<file path="src/rtl/ps2_host_tx.sv">
// rtl/ps2_host_tx.sv - PS/2 host-to-device transmitter for one command byte over open-drain clock/data
// Optional PS2_HOST_TX_RETRY_EN: a NACKed or timed-out byte is retried up to twice before error.
module ps2_host_tx #(
    parameter int INHIBIT_CYCLES = 5000,
    parameter int TIMEOUT_CYCLES = 750000
) (
    input  logic       clk,
    input  logic       reset,
    input  logic       ps2_clk_in,
    input  logic       ps2_dat_in,
    output logic       ps2_clk_oe,
    output logic       ps2_dat_oe,
    input  logic [7:0] tx_data,
    input  logic       tx_valid,
    output logic       tx_ready,
    output logic       busy,
    output logic       done,
    output logic       error
);
    localparam int INH_W = $clog2(INHIBIT_CYCLES) + 1;
    localparam int TMO_W = $clog2(TIMEOUT_CYCLES) + 1;
    localparam logic [INH_W-1:0] INH_LAST = INH_W'(INHIBIT_CYCLES - 1);
    localparam logic [TMO_W-1:0] TMO_LAST = TMO_W'(TIMEOUT_CYCLES - 1);
    localparam logic [INH_W-1:0] INH_ONE  = INH_W'(1);
    localparam logic [TMO_W-1:0] TMO_ONE  = TMO_W'(1);

    typedef enum logic [2:0] {
        IDLE, INHIBIT, RTS, SEND, ACK_SAMPLE, WAIT_IDLE, FAIL
    } state_t;

    state_t             state_q, state_d;
    logic               clk_meta_q, clk_sync_q, clk_prev_q;
    logic               dat_meta_q, dat_sync_q;
    logic [7:0]         data_q, data_d;
    logic               parity_q, parity_d;
    logic [INH_W-1:0]   inh_cnt_q, inh_cnt_d;
    logic [TMO_W-1:0]   tmo_cnt_q, tmo_cnt_d;
    logic [3:0]         bit_cnt_q, bit_cnt_d;
    logic               ack_q, ack_d;
    logic               clk_oe_q, clk_oe_d;
    logic               dat_oe_q, dat_oe_d;
    logic               tx_ready_q, busy_q;
    logic               done_q, done_d;
    logic               error_q, error_d;
    logic               clk_fe;
    logic               tmo_hit;
    logic               fail_c;
`ifdef PS2_HOST_TX_RETRY_EN
    logic [1:0]         retry_q, retry_d;
`endif

    assign clk_fe  = clk_prev_q & ~clk_sync_q;
    assign tmo_hit = (tmo_cnt_q >= TMO_LAST);

    always_comb begin
        state_d   = state_q;
        data_d    = data_q;
        parity_d  = parity_q;
        inh_cnt_d = inh_cnt_q;
        tmo_cnt_d = tmo_cnt_q;
        bit_cnt_d = bit_cnt_q;
        ack_d     = ack_q;
        clk_oe_d  = clk_oe_q;
        dat_oe_d  = dat_oe_q;
        done_d    = 1'b0;
        error_d   = 1'b0;
        fail_c    = 1'b0;
`ifdef PS2_HOST_TX_RETRY_EN
        retry_d   = retry_q;
`endif
        case (state_q)
            IDLE: begin
                clk_oe_d = 1'b0;
                dat_oe_d = 1'b0;
                if (tx_valid && tx_ready_q) begin
                    data_d    = tx_data;
                    parity_d  = ~^tx_data;
                    inh_cnt_d = '0;
                    clk_oe_d  = 1'b1;
                    state_d   = INHIBIT;
`ifdef PS2_HOST_TX_RETRY_EN
                    retry_d   = 2'd0;
`endif
                end
            end
            INHIBIT: begin
                clk_oe_d = 1'b1;
                dat_oe_d = 1'b0;
                if (inh_cnt_q >= INH_LAST) begin
                    dat_oe_d = 1'b1;
                    state_d  = RTS;
                end else begin
                    inh_cnt_d = inh_cnt_q + INH_ONE;
                end
            end
            RTS: begin
                clk_oe_d  = 1'b0;
                dat_oe_d  = 1'b1;
                tmo_cnt_d = '0;
                bit_cnt_d = 4'd0;
                state_d   = SEND;
            end
            SEND: begin
                if (tmo_cnt_q != '1) tmo_cnt_d = tmo_cnt_q + TMO_ONE;
                if (tmo_hit) begin
                    fail_c = 1'b1;
                end else if (clk_fe) begin
                    // Data changes while the device holds the clock low
                    bit_cnt_d = bit_cnt_q + 4'd1;
                    if (bit_cnt_q < 4'd8) begin
                        dat_oe_d = ~data_q[bit_cnt_q[2:0]];
                    end else if (bit_cnt_q == 4'd8) begin
                        dat_oe_d = ~parity_q;
                    end else if (bit_cnt_q == 4'd9) begin
                        dat_oe_d = 1'b0;
                    end else begin
                        ack_d   = dat_sync_q;
                        state_d = ACK_SAMPLE;
                    end
                end
            end
            ACK_SAMPLE: begin
                if (tmo_cnt_q != '1) tmo_cnt_d = tmo_cnt_q + TMO_ONE;
                if (tmo_hit || ack_q) begin
                    fail_c = 1'b1;
                end else begin
                    state_d = WAIT_IDLE;
                end
            end
            WAIT_IDLE: begin
                if (tmo_cnt_q != '1) tmo_cnt_d = tmo_cnt_q + TMO_ONE;
                if (tmo_hit) begin
                    fail_c = 1'b1;
                end else if (clk_sync_q && dat_sync_q) begin
                    done_d  = 1'b1;
                    state_d = IDLE;
                end
            end
            FAIL: begin
                clk_oe_d = 1'b0;
                dat_oe_d = 1'b0;
                state_d  = IDLE;
            end
            default: state_d = IDLE;
        endcase

        if (fail_c) begin
            clk_oe_d = 1'b0;
            dat_oe_d = 1'b0;
`ifdef PS2_HOST_TX_RETRY_EN
            if (retry_q != 2'd2) begin
                retry_d   = retry_q + 2'd1;
                inh_cnt_d = '0;
                clk_oe_d  = 1'b1;
                state_d   = INHIBIT;
            end else begin
                error_d = 1'b1;
                state_d = FAIL;
            end
`else
            error_d = 1'b1;
            state_d = FAIL;
`endif
        end
    end

    always_ff @(posedge clk) begin
        if (reset) begin
            clk_meta_q <= 1'b1;
            clk_sync_q <= 1'b1;
            clk_prev_q <= 1'b1;
            dat_meta_q <= 1'b1;
            dat_sync_q <= 1'b1;
            state_q    <= IDLE;
            data_q     <= 8'h00;
            parity_q   <= 1'b0;
            inh_cnt_q  <= '0;
            tmo_cnt_q  <= '0;
            bit_cnt_q  <= 4'd0;
            ack_q      <= 1'b0;
            clk_oe_q   <= 1'b0;
            dat_oe_q   <= 1'b0;
            tx_ready_q <= 1'b0;
            busy_q     <= 1'b0;
            done_q     <= 1'b0;
            error_q    <= 1'b0;
`ifdef PS2_HOST_TX_RETRY_EN
            retry_q    <= 2'd0;
`endif
        end else begin
            clk_meta_q <= ps2_clk_in;
            clk_sync_q <= clk_meta_q;
            clk_prev_q <= clk_sync_q;
            dat_meta_q <= ps2_dat_in;
            dat_sync_q <= dat_meta_q;
            state_q    <= state_d;
            data_q     <= data_d;
            parity_q   <= parity_d;
            inh_cnt_q  <= inh_cnt_d;
            tmo_cnt_q  <= tmo_cnt_d;
            bit_cnt_q  <= bit_cnt_d;
            ack_q      <= ack_d;
            clk_oe_q   <= clk_oe_d;
            dat_oe_q   <= dat_oe_d;
            tx_ready_q <= (state_d == IDLE);
            busy_q     <= (state_d != IDLE);
            done_q     <= done_d;
            error_q    <= error_d;
`ifdef PS2_HOST_TX_RETRY_EN
            retry_q    <= retry_d;
`endif
        end
    end

    assign ps2_clk_oe = clk_oe_q;
    assign ps2_dat_oe = dat_oe_q;
    assign tx_ready   = tx_ready_q;
    assign busy       = busy_q;
    assign done       = done_q;
    assign error      = error_q;
endmodule

</file>
<file path="config.mk">
export PLATFORM = sky130hd
export DESIGN_NAME = ps2_host_tx
export DESIGN_NICKNAME = d
export VERILOG_FILES = /design/src/rtl/ps2_host_tx.sv
export SDC_FILE = /design/constraint.sdc
export NUM_CORES = 1
export LEC_CHECK = 0
export BUFFER_PORTS_ARGS = -buffer_cell sky130_fd_sc_hd__buf_2
export CAP_MARGIN = 30
export CORE_MARGIN = 3
export CORE_UTILIZATION = 50
export CTS_BUF_LIST = sky130_fd_sc_hd__clkbuf_4 sky130_fd_sc_hd__clkbuf_8
export CTS_CLUSTER_DIAMETER = 60
export DETAILED_ROUTE_END_ITERATION = 7
export PLACE_DENSITY = 0.79
export SLEW_MARGIN = 0
export SYNTH_ARGS = -nofsm -noshare
export SYNTH_HDL_FRONTEND = slang
export SYNTH_SLANG_ARGS = --single-unit
</file>
<file path="constraint.sdc">
create_clock -name clk -period 3.55 [get_ports clk]
set_input_delay 0.71 -clock clk [delete_from_list [all_inputs] [get_ports clk]]
set_output_delay 0.71 -clock clk [all_outputs]
set_load 0.05 [all_outputs]
</file>
---- Word level (Yosys, flattened, before mapping) ----
Index checks and enable logic that the tools add are counted.
word-level totals
  register bits after elaboration ......... 63
  bits of input ports ..................... 13
  output and inout bits ................... 6
  logic and storage cells ................. 109
cells by class
  add/sub/neg operators ................... 3
  $lt $le $gt $ge ......................... 4
  equal/unequal tests ..................... 15
  muxes and demuxes ....................... 36
  bitwise operators ....................... 9
  reductions and logical operators ........ 24
operators with widths
  cell                     number
  $pmux W21 S2             1
  $mux W3                  11
  $mux W14                 2
  $pmux W14 S2             1
  $add A21 B1 Y21 const B  1
  $ge A21 B20 Y1 const B   1
  $mux W21                 1
  $ne A21 B21 Y1 const B   1
  $pmux W3 S6              1
  $add A14 B1 Y14 const B  1
  $ge A14 B13 Y1 const B   1
  $mux W1                  12
  $eq A3 B3 Y1 const B     3
  $eq A4 B4 Y1 const B     2
  $mux W4                  2
  $ne A2 B2 Y1 const B     4
  $not A1 Y1               8
  $pmux W4 S2              1
  $reduce_or A2 Y1         4
  $reduce_xnor A8 Y1       1
  $eq A3 B2 Y1 const B     2
  $logic_not A3 Y1         2
  $reduce_and A3 Y1        2
  $reduce_and A6 Y1        1
  other kinds (19)         25

---- Longest topological paths before layout ----
Gate-level depths: netlist of the first run.
  word-level depth ........................ 9
  mapped depth ............................ 8
  gate-level depth less buffers ........... 8

---- Worst setup path after synthesis of the first run ----
No wires, ideal clock.
  path kind ............................... reg2reg
  start ................................... register tmo_cnt_q[0]
  end ..................................... register tmo_cnt_q[12]
  setup time .............................. 0.128 ns
  data arrival time ....................... 1.887 ns
  setup slack ............................. 1.535 ns
  cell stages (with the launch flop) ...... 9
  buffers on the path ..................... 1
  period minus slack after synthesis ...... 2.015 ns
  path through ............................ dfxtp_1 ha_1 and4_1 nand4_1 o31ai_2 buf_2 a211oi_1 xnor2_1 nor2_1
on the way
  word-level cells in the longest chain between the ends .. 3
  elaborated cells on any way between the ends .. 6
  those cells by class .................... add/sub (1); eq/ne (2); mux (2); reduce/logical (1)
RTL lines
  what                                               line           RTL
  start: declaration                                 37             logic [TMO_W-1:0] tmo_cnt_q, tmo_cnt_d;
  start signal: assignment                           200            tmo_cnt_q <= tmo_cnt_d;
  $add A21 B1 Y21 or $ne A21 B21 Y1 (tied branches)  104, 123, 131
  $mux W21 or $ne A2 B1 Y1 (tied branches)           --
  $pmux W21 S2 or $reduce_and A2 Y1 (tied branches)  --
Several ways; a longest one is shown, not always the timed one. The select of a mux whose other input is x is not followed.
A chain may end at the register's enable or synchronous reset.

---- Worst setup path after layout of the first run ----
  start ................................... register tmo_cnt_q[0]
  end ..................................... register tmo_cnt_q[18]
The elaborated chain is that of the path after synthesis.

==> results.yml, run 1 <==
global_routing:
  overflow: 0
  grt_pass1_wl_um: 11480
  grt_antenna_before_repair: 0
  grt_util_all_layers_pct: 19.14
  first_global_vias: 2482
  grt_max_degree: 37
power_and_ir_drop:
  clock_power_share_pct: 41.9
  pwr-share-comb_pct: 13.4
  leakage_nw: 1.285
  p_sw_share_pct: 25.62
  internal_power_w: 0.001267
  p_sw_w: 0.0004365
  peakVddDrop_mv: 0.3450
  pwr-share-seq_pct: 44.8
  power_density_mw_per_mm2: 477.9
critical_path:
  crit_slowest_cell: "o41ai_4"
  path_class: "reg2reg"
  cp_data_required_time_ps: 3760
  reg2reg_depth: 7
  timing.rr.start: "tmo_cnt_q[0]$_SDFFE_PP0P_"
  critical_path.startpoint_type: "flop"
  cp_max_fo: 17
  worstPathCellList: "ha_1, and4_1, nand4_1, o41ai_4, a2111oi_0, xnor2_1, nor2_1"
  cp_slowest_stage_delay_ps: 760
  crit_path_end_kind: "flop"
  r2r_end: "tmo_cnt_q[18]$_SDFFE_PP0P_"
  worstPathArrival_ps: 2700
  ff2ff_setup_slack_ps: 1070
yosys:
  yosys_warnings: 0
  ys_seq_area_share_pct: 39.22
  synth-seq-cells: 63
  avgSynthCellArea_um2: 8.575
  synth_fp_nets: 393
  syn_inst: 375
  synthArstFlopShare_pct: 0
  synth_edf_count: 0
  synthFlopType: "dfxtp_1"
  synth_cell_types: 61
  syn_area_mm2: 0.003216
place:
  place.gp.congestion: 0.9046
  dpl.hpwl_um: 4545
  dp_cells: 452
  port_buffers: 18
  placed_cell_area_mm2: 0.003333
floorplan:
  die_height_um: 86.20
  core_area_mm2: 0.006061
  num_io_pins: 19
  die_w_um: 86.20
  fp-row-count: 28
  initial_core_util_pct: 53.06
  dieArea_mm2: 0.007430
drt:
  num_vias: 2712
  ant_nets: 0
  post_drt_via_cell_ratio: 5.795
  wl_met1_um: 3195
  wl_um: 6645
  wl_met2_um: 3015
  avgRoutedWirePerCell_um: 14.20
  wl_met3_um: 285
  drc: 0
  routed.top_layer: "met4"
  drtIter0Drc: 233
  firstDrtPassIters: 4
clock_network:
  postCtsHoldBufs: 0
  cts.clk_slew.worst_paths_ps: 60
  root_buffer: "clkbuf_8"
  cts_tree: "built"
  htreeDepth: 3
  cts_buffers: 9
  cts_setup_buffers: 0
  cts_resized: 0
  clkSinkCount: 63
  clock_latency_ps: 340
  clockBufferDepth: 2
sta:
  slew_viol_final: 0
  slew-limit-headroom_pct: 41.84
  hold_viol_final: 0
  min_period_ps: 2482
  holdWs_ps: 412.2
  fin_tns_setup_ps: 0
  tightest_slew_ps: 869.5
  maxClockFrequency_mhz: 402.9
  setup_viol: 0
  finClkSkew_ps: 11.93
  rsz0062_at_grt: "false"
  finalCritPeriodShare_pct: 69.92
finish:
  layout_commonest_cell: "dfxtp_1"
  final_cells: 468
  fin_area_mm2: 0.003565
  diodes: 0
  num-nets-final: 406
  mostFrequentLayoutCells: "dfxtp_1, nor2_1, xnor2_1"
  drive_gt1_share_pct: 13.74
  areaGrowthSynthToFinish_pct: 10.86
outcome:
  status: "complete, no violations"
min_path:
  hold_start: "clk_meta_q$_SDFF_PP1_"
  hold_class: "reg2reg"
  whs_endpoint: "clk_sync_q$_SDFF_PP1_"
  hold_depth: 1
job:
  drv_cap: 0
==> power groups by stage <==
| stage | Sequential (W) | Clock, W | Combinational, W |
|---|---|---|---|
| 2_1_floorplan | 0.000802 | 0 | 0.000151 |
| 3_3_place_gp | 0.000778 | 0 | 0.000224 |
| 3_5_place_dp | 0.000779 | 0 | 0.000225 |
| 4_1_cts | 0.000763 | 0.000726 | 0.000229 |
| 5_1_grt | 0.000767 | 0.000764 | 0.000254 |
| 6_report | 0.000763 | 0.000713 | 0.000228 |
==> layout make-up <==
class / instances / area, um2
fill: 540 / 2496
clock buffer: 13 / 166.4
sequential: 63 / 1261
inverter: 8 / 30.03
multi-input combinational: 285 / 1836
timing repair buffer: 21 / 112.6
tap: 75 / 93.84
clock inverter: 3 / 65.06
==> sequential cells by signal (all words and copies together), names as in the netlist, 3 cells and up <==
register	count
data_q	8
tmo_cnt_q	21
bit_cnt_q	4
inh_cnt_q	14
state_q	3
==> worst max-delay path by stage <==
stage               slack [ps]                    endpoint                       from  cells after the start
floorplan                 1540  tmo_cnt_q[12]$_SDFFE_PP0P_  tmo_cnt_q[0]$_SDFFE_PP0P_                      8
global placement          1210  tmo_cnt_q[18]$_SDFFE_PP0P_  tmo_cnt_q[0]$_SDFFE_PP0P_                      7
detailed placement        1100  tmo_cnt_q[18]$_SDFFE_PP0P_  tmo_cnt_q[0]$_SDFFE_PP0P_                      7
CTS                       1080  tmo_cnt_q[18]$_SDFFE_PP0P_  tmo_cnt_q[0]$_SDFFE_PP0P_                      7
global route               830  tmo_cnt_q[15]$_SDFFE_PP0P_  tmo_cnt_q[0]$_SDFFE_PP0P_                      7
finish                    1070  tmo_cnt_q[18]$_SDFFE_PP0P_  tmo_cnt_q[0]$_SDFFE_PP0P_                      7
==> worst max-delay path, delay by kind of cell (launching register included) <==
family | cells | cell delay, ps
AND/OR/NAND/NOR | 3 | 500
flip-flops | 1 | 390
XOR/XNOR | 1 | 190
adder cells (fa/ha/maj) | 1 | 240
AO/OA/AOI/OAI | 2 | 1040
==> per-stage QoR <==
step	worst slack [ps]	utilization [%]	power, W
after global routing	827.7	58.82	0.001785
after CTS	1079	58.82	0.001718
after detailed placement	1102	55.00	0.001004
after global placement	1211	55.00	0.001002
after floorplan	1535	-	0.0009535
final	1068	58.82	0.001704
==> cell families (layout without fill, tap and decap cells) <==
| kind of cell | after synthesis | count (layout) | synth area share (%) |
|---|---|---|---|
| compound gates | 82 | 82 | 17.35 |
| buf+inv | 27 | 45 | 3.697 |
| flops | 63 | 63 | 39.22 |
| mux | 11 | 11 | 4.202 |
| simple gates | 156 | 156 | 25.14 |
| xor+xnor | 31 | 31 | 8.444 |
| fa+ha+maj | 5 | 5 | 1.946 |
==> synthesized netlist by cell type (2+ instances only) <==
| library cell | count | area [um2] |
|---|---|---|
| nand2_1 | 22 | 82.58 |
| inv_1 | 7 | 26.28 |
| clkbuf_1 | 10 | 37.54 |
| mux4_2 | 2 | 45.04 |
| a211oi_1 | 8 | 60.06 |
| and4_1 | 4 | 35.03 |
| dfxtp_1 | 63 | 1261 |
| a21oi_1 | 25 | 125.1 |
| and3_1 | 9 | 56.30 |
| o21ai_0 | 9 | 45.04 |
| xor2_1 | 4 | 35.03 |
| nand2b_1 | 2 | 12.51 |
| and4b_1 | 2 | 20.02 |
| a311oi_1 | 2 | 17.52 |
| a21o_1 | 3 | 22.52 |
| xnor2_1 | 27 | 236.5 |
| o21ai_1 | 2 | 10.01 |
| o211ai_1 | 2 | 15.01 |
| nor4_1 | 4 | 25.02 |
| or4_1 | 2 | 15.01 |
| mux2i_1 | 9 | 90.09 |
| buf_2 | 8 | 40.04 |
| nand3b_1 | 2 | 15.01 |
| o31ai_1 | 2 | 15.01 |
| ha_1 | 5 | 62.56 |
| nor3_1 | 8 | 40.04 |
| a31oi_1 | 10 | 62.56 |
| nor2b_1 | 3 | 18.77 |
| a21boi_1 | 2 | 15.01 |
| nor2_1 | 56 | 210.2 |
| nand3_1 | 13 | 65.06 |
| nand4_1 | 10 | 62.56 |
| a41oi_1 | 2 | 17.52 |
| or2_2 | 6 | 37.54 |
| and2_1 | 3 | 18.77 |
| a2111oi_0 | 2 | 17.52 |
==> metal layers <==
layer  up-vias  track usage, %
li1       1375               -
met1      1275           25.43
met2        48           28.87
met3        14           4.373
met4         0           10.34
met5         -               0
Note: power is estimated with default switching activity, not from simulation.
==> run 2: changes to the inputs <==
PLACE_DENSITY = 0.81   (was 0.79)
clock period = 2.2 ns   (was 3.55 ns; I/O delays follow)
==> run 2 against run 1 <==
  * Worst hold slack got worse by 140 ps
  * Cell count rose by 4.3%
  * Largest cell class unchanged
  * Cell area increased by 4.6%
  * Register-to-register slack lost 1000 ps
  * Combinational power increased by 77%
==> results.yml, run 2 (same netlist as run 1, synthesis figures left out) <==
drt:
  ant_nets: 0
  wl_um: 7189
  drtIter0Drc: 289
  avgRoutedWirePerCell_um: 14.73
  firstDrtPassIters: 6
  num_vias: 2841
  drc: 0
  post_drt_via_cell_ratio: 5.822
floorplan:
  die_height_um: 86.20
  die_w_um: 86.20
  fp-row-count: 28
  dieArea_mm2: 0.007430
  num_io_pins: 19
  initial_core_util_pct: 53.06
  core_area_mm2: 0.006061
clock_network:
  cts_tree: "built"
  clock_latency_ps: 350
  root_buffer: "clkbuf_8"
  htreeDepth: 3
  clkSinkCount: 63
  cts.clk_slew.worst_paths_ps: 70
  clockBufferDepth: 2
  cts_buffers: 9
finish:
  num-nets-final: 427
  diodes: 0
  largest-register: "tmo_cnt_q"
  layout_commonest_cell: "dfxtp_1"
  largest_reg_flops: 21
  final_cells: 488
  areaGrowthSynthToFinish_pct: 15.95
  drive_gt1_share_pct: 18.89
  mostFrequentLayoutCells: "dfxtp_1, nor2_1, xnor2_1"
  largestRegisters: "tmo_cnt_q x21, inh_cnt_q x14, data_q x8"
sta:
  setup_viol: 0
  fin_ws_ps: 58.82
  slew-limit-headroom_pct: 72.76
  tightest_slew_ps: 406.7
  finClkSkew_ps: 6.484
  min_period_ps: 2141
  slew_viol_final: 0
  finalCritPeriodShare_pct: 97.33
  hold_viol_final: 0
  maxClockFrequency_mhz: 467.0
critical_path:
  cp_slowest_stage_delay_ps: 450
  cp_max_fo: 10
  path_class: "reg2reg"
  cp_data_required_time_ps: 2420
  crit_slowest_cell: "o41ai_4"
  path_buf_inv: 1
  path_delay_family: "compound AO/OA/AOI/OAI gates"
  crit_path_end_kind: "flop"
  critical_path.startpoint_type: "flop"
  worstPathArrival_ps: 2360
  worstPathCellList: "ha_4, and4_1, nand4_1, o41ai_4, buf_6, a21oi_1, xnor2_1, nor2_1"
job:
  drv_cap: 0
power_and_ir_drop:
  peakVddDrop_mv: 0.5105
  power_density_mw_per_mm2: 709.8
  leakage_nw: 1.373
place:
  place.gp.congestion: 0.8676
  dp_slack_ps: 3.882
  dpl.hpwl_um: 4887
  port_buffers: 18
  dp_cells: 471
global_routing:
  grt_pass1_wl_um: 12120
  grt_max_degree: 22
  first_global_vias: 2652
  grt_antenna_before_repair: 0
  overflow: 0
  grt_util_all_layers_pct: 20.04
outcome:
  status: "complete, no violations"
min_path:
  hold_class: "in2reg"
-- run 2: metal layers --
layer / vias to the layer above / wire length [um] / track usage, % / share of wire [%]
li1: 1416 / - / - / -
met1: 1286 / 3240 / 26.70 / 45
met2: 119 / 3341 / 31.04 / 46
met3: 20 / 418 / 4.183 / 5.8
met4: 0 / 189 / 9.632 / 2.6
met5: - / 0 / 0 / 0
-- run 2: cell type report --
class	count	area, um2
inverters	8	30.03
fillers	512	2332
well taps	75	93.84
multi-input cells	285	1869
repair buffers	42	277.8
clock inverters	4	45.04
clock buffers	11	151.4
flip-flops and latches	63	1261
-- run 2: repair_timing --
action                     4_1_cts  5_1_grt
setup buffers                    0        2
setup endpoints to repair        1       17
resized for setup                1        8
hold buffers                     0        0
pin swaps                        0        4
-- run 2: through the flow --
| stage | hold WS [ps] | area (um2) | util (%) | total power (W) | setup TNS [ps] |
|---|---|---|---|---|---|
| final | 274.9 | 3729 | 61.52 | 0.002646 | 0 |
| after floorplan | 389.5 | 3216 | - | 0.001539 | 0 |
| after global placement | 393.9 | 3476 | 57.35 | 0.001640 | 0 |
| after global routing | 268.1 | 3729 | 61.52 | 0.002762 | -252.2 |
| after CTS | 270.3 | 3679 | 60.69 | 0.002648 | 0 |
| after detailed placement | 393.3 | 3476 | 57.35 | 0.001649 | 0 |
-- run 2: power by group --
group | total [W] | internal, W | switching (W)
logic | 0.000404 | 0.000154 | 0.000249
clock network | 0.00101 | 0.000573 | 0.000439
registers | 0.00123 | 0.00119 | 0.0000397
-- run 2: path summary, 6_finish.rpt --
path / from / to / slack [ps] / cells after the start
min: ps2_clk_in / clk_meta_q$_SDFF_PP1_ / 270 / 2
min reg2reg: clk_meta_q$_SDFF_PP1_ / clk_sync_q$_SDFF_PP1_ / 410 / 1
max reg2reg: tmo_cnt_q[1]$_SDFFE_PP0P_ / tmo_cnt_q[9]$_SDFFE_PP0P_ / 60 / 8
max: tmo_cnt_q[1]$_SDFFE_PP0P_ / tmo_cnt_q[9]$_SDFFE_PP0P_ / 60 / 8
-- run 2: worst register-to-register path: stages (launching register included) --
cell,delay (ps)
dfxtp_1,410
ha_4,170
and4_1,210
nand4_1,210
o41ai_4,450
buf_6,200
a21oi_1,80
xnor2_1,190
nor2_1,80
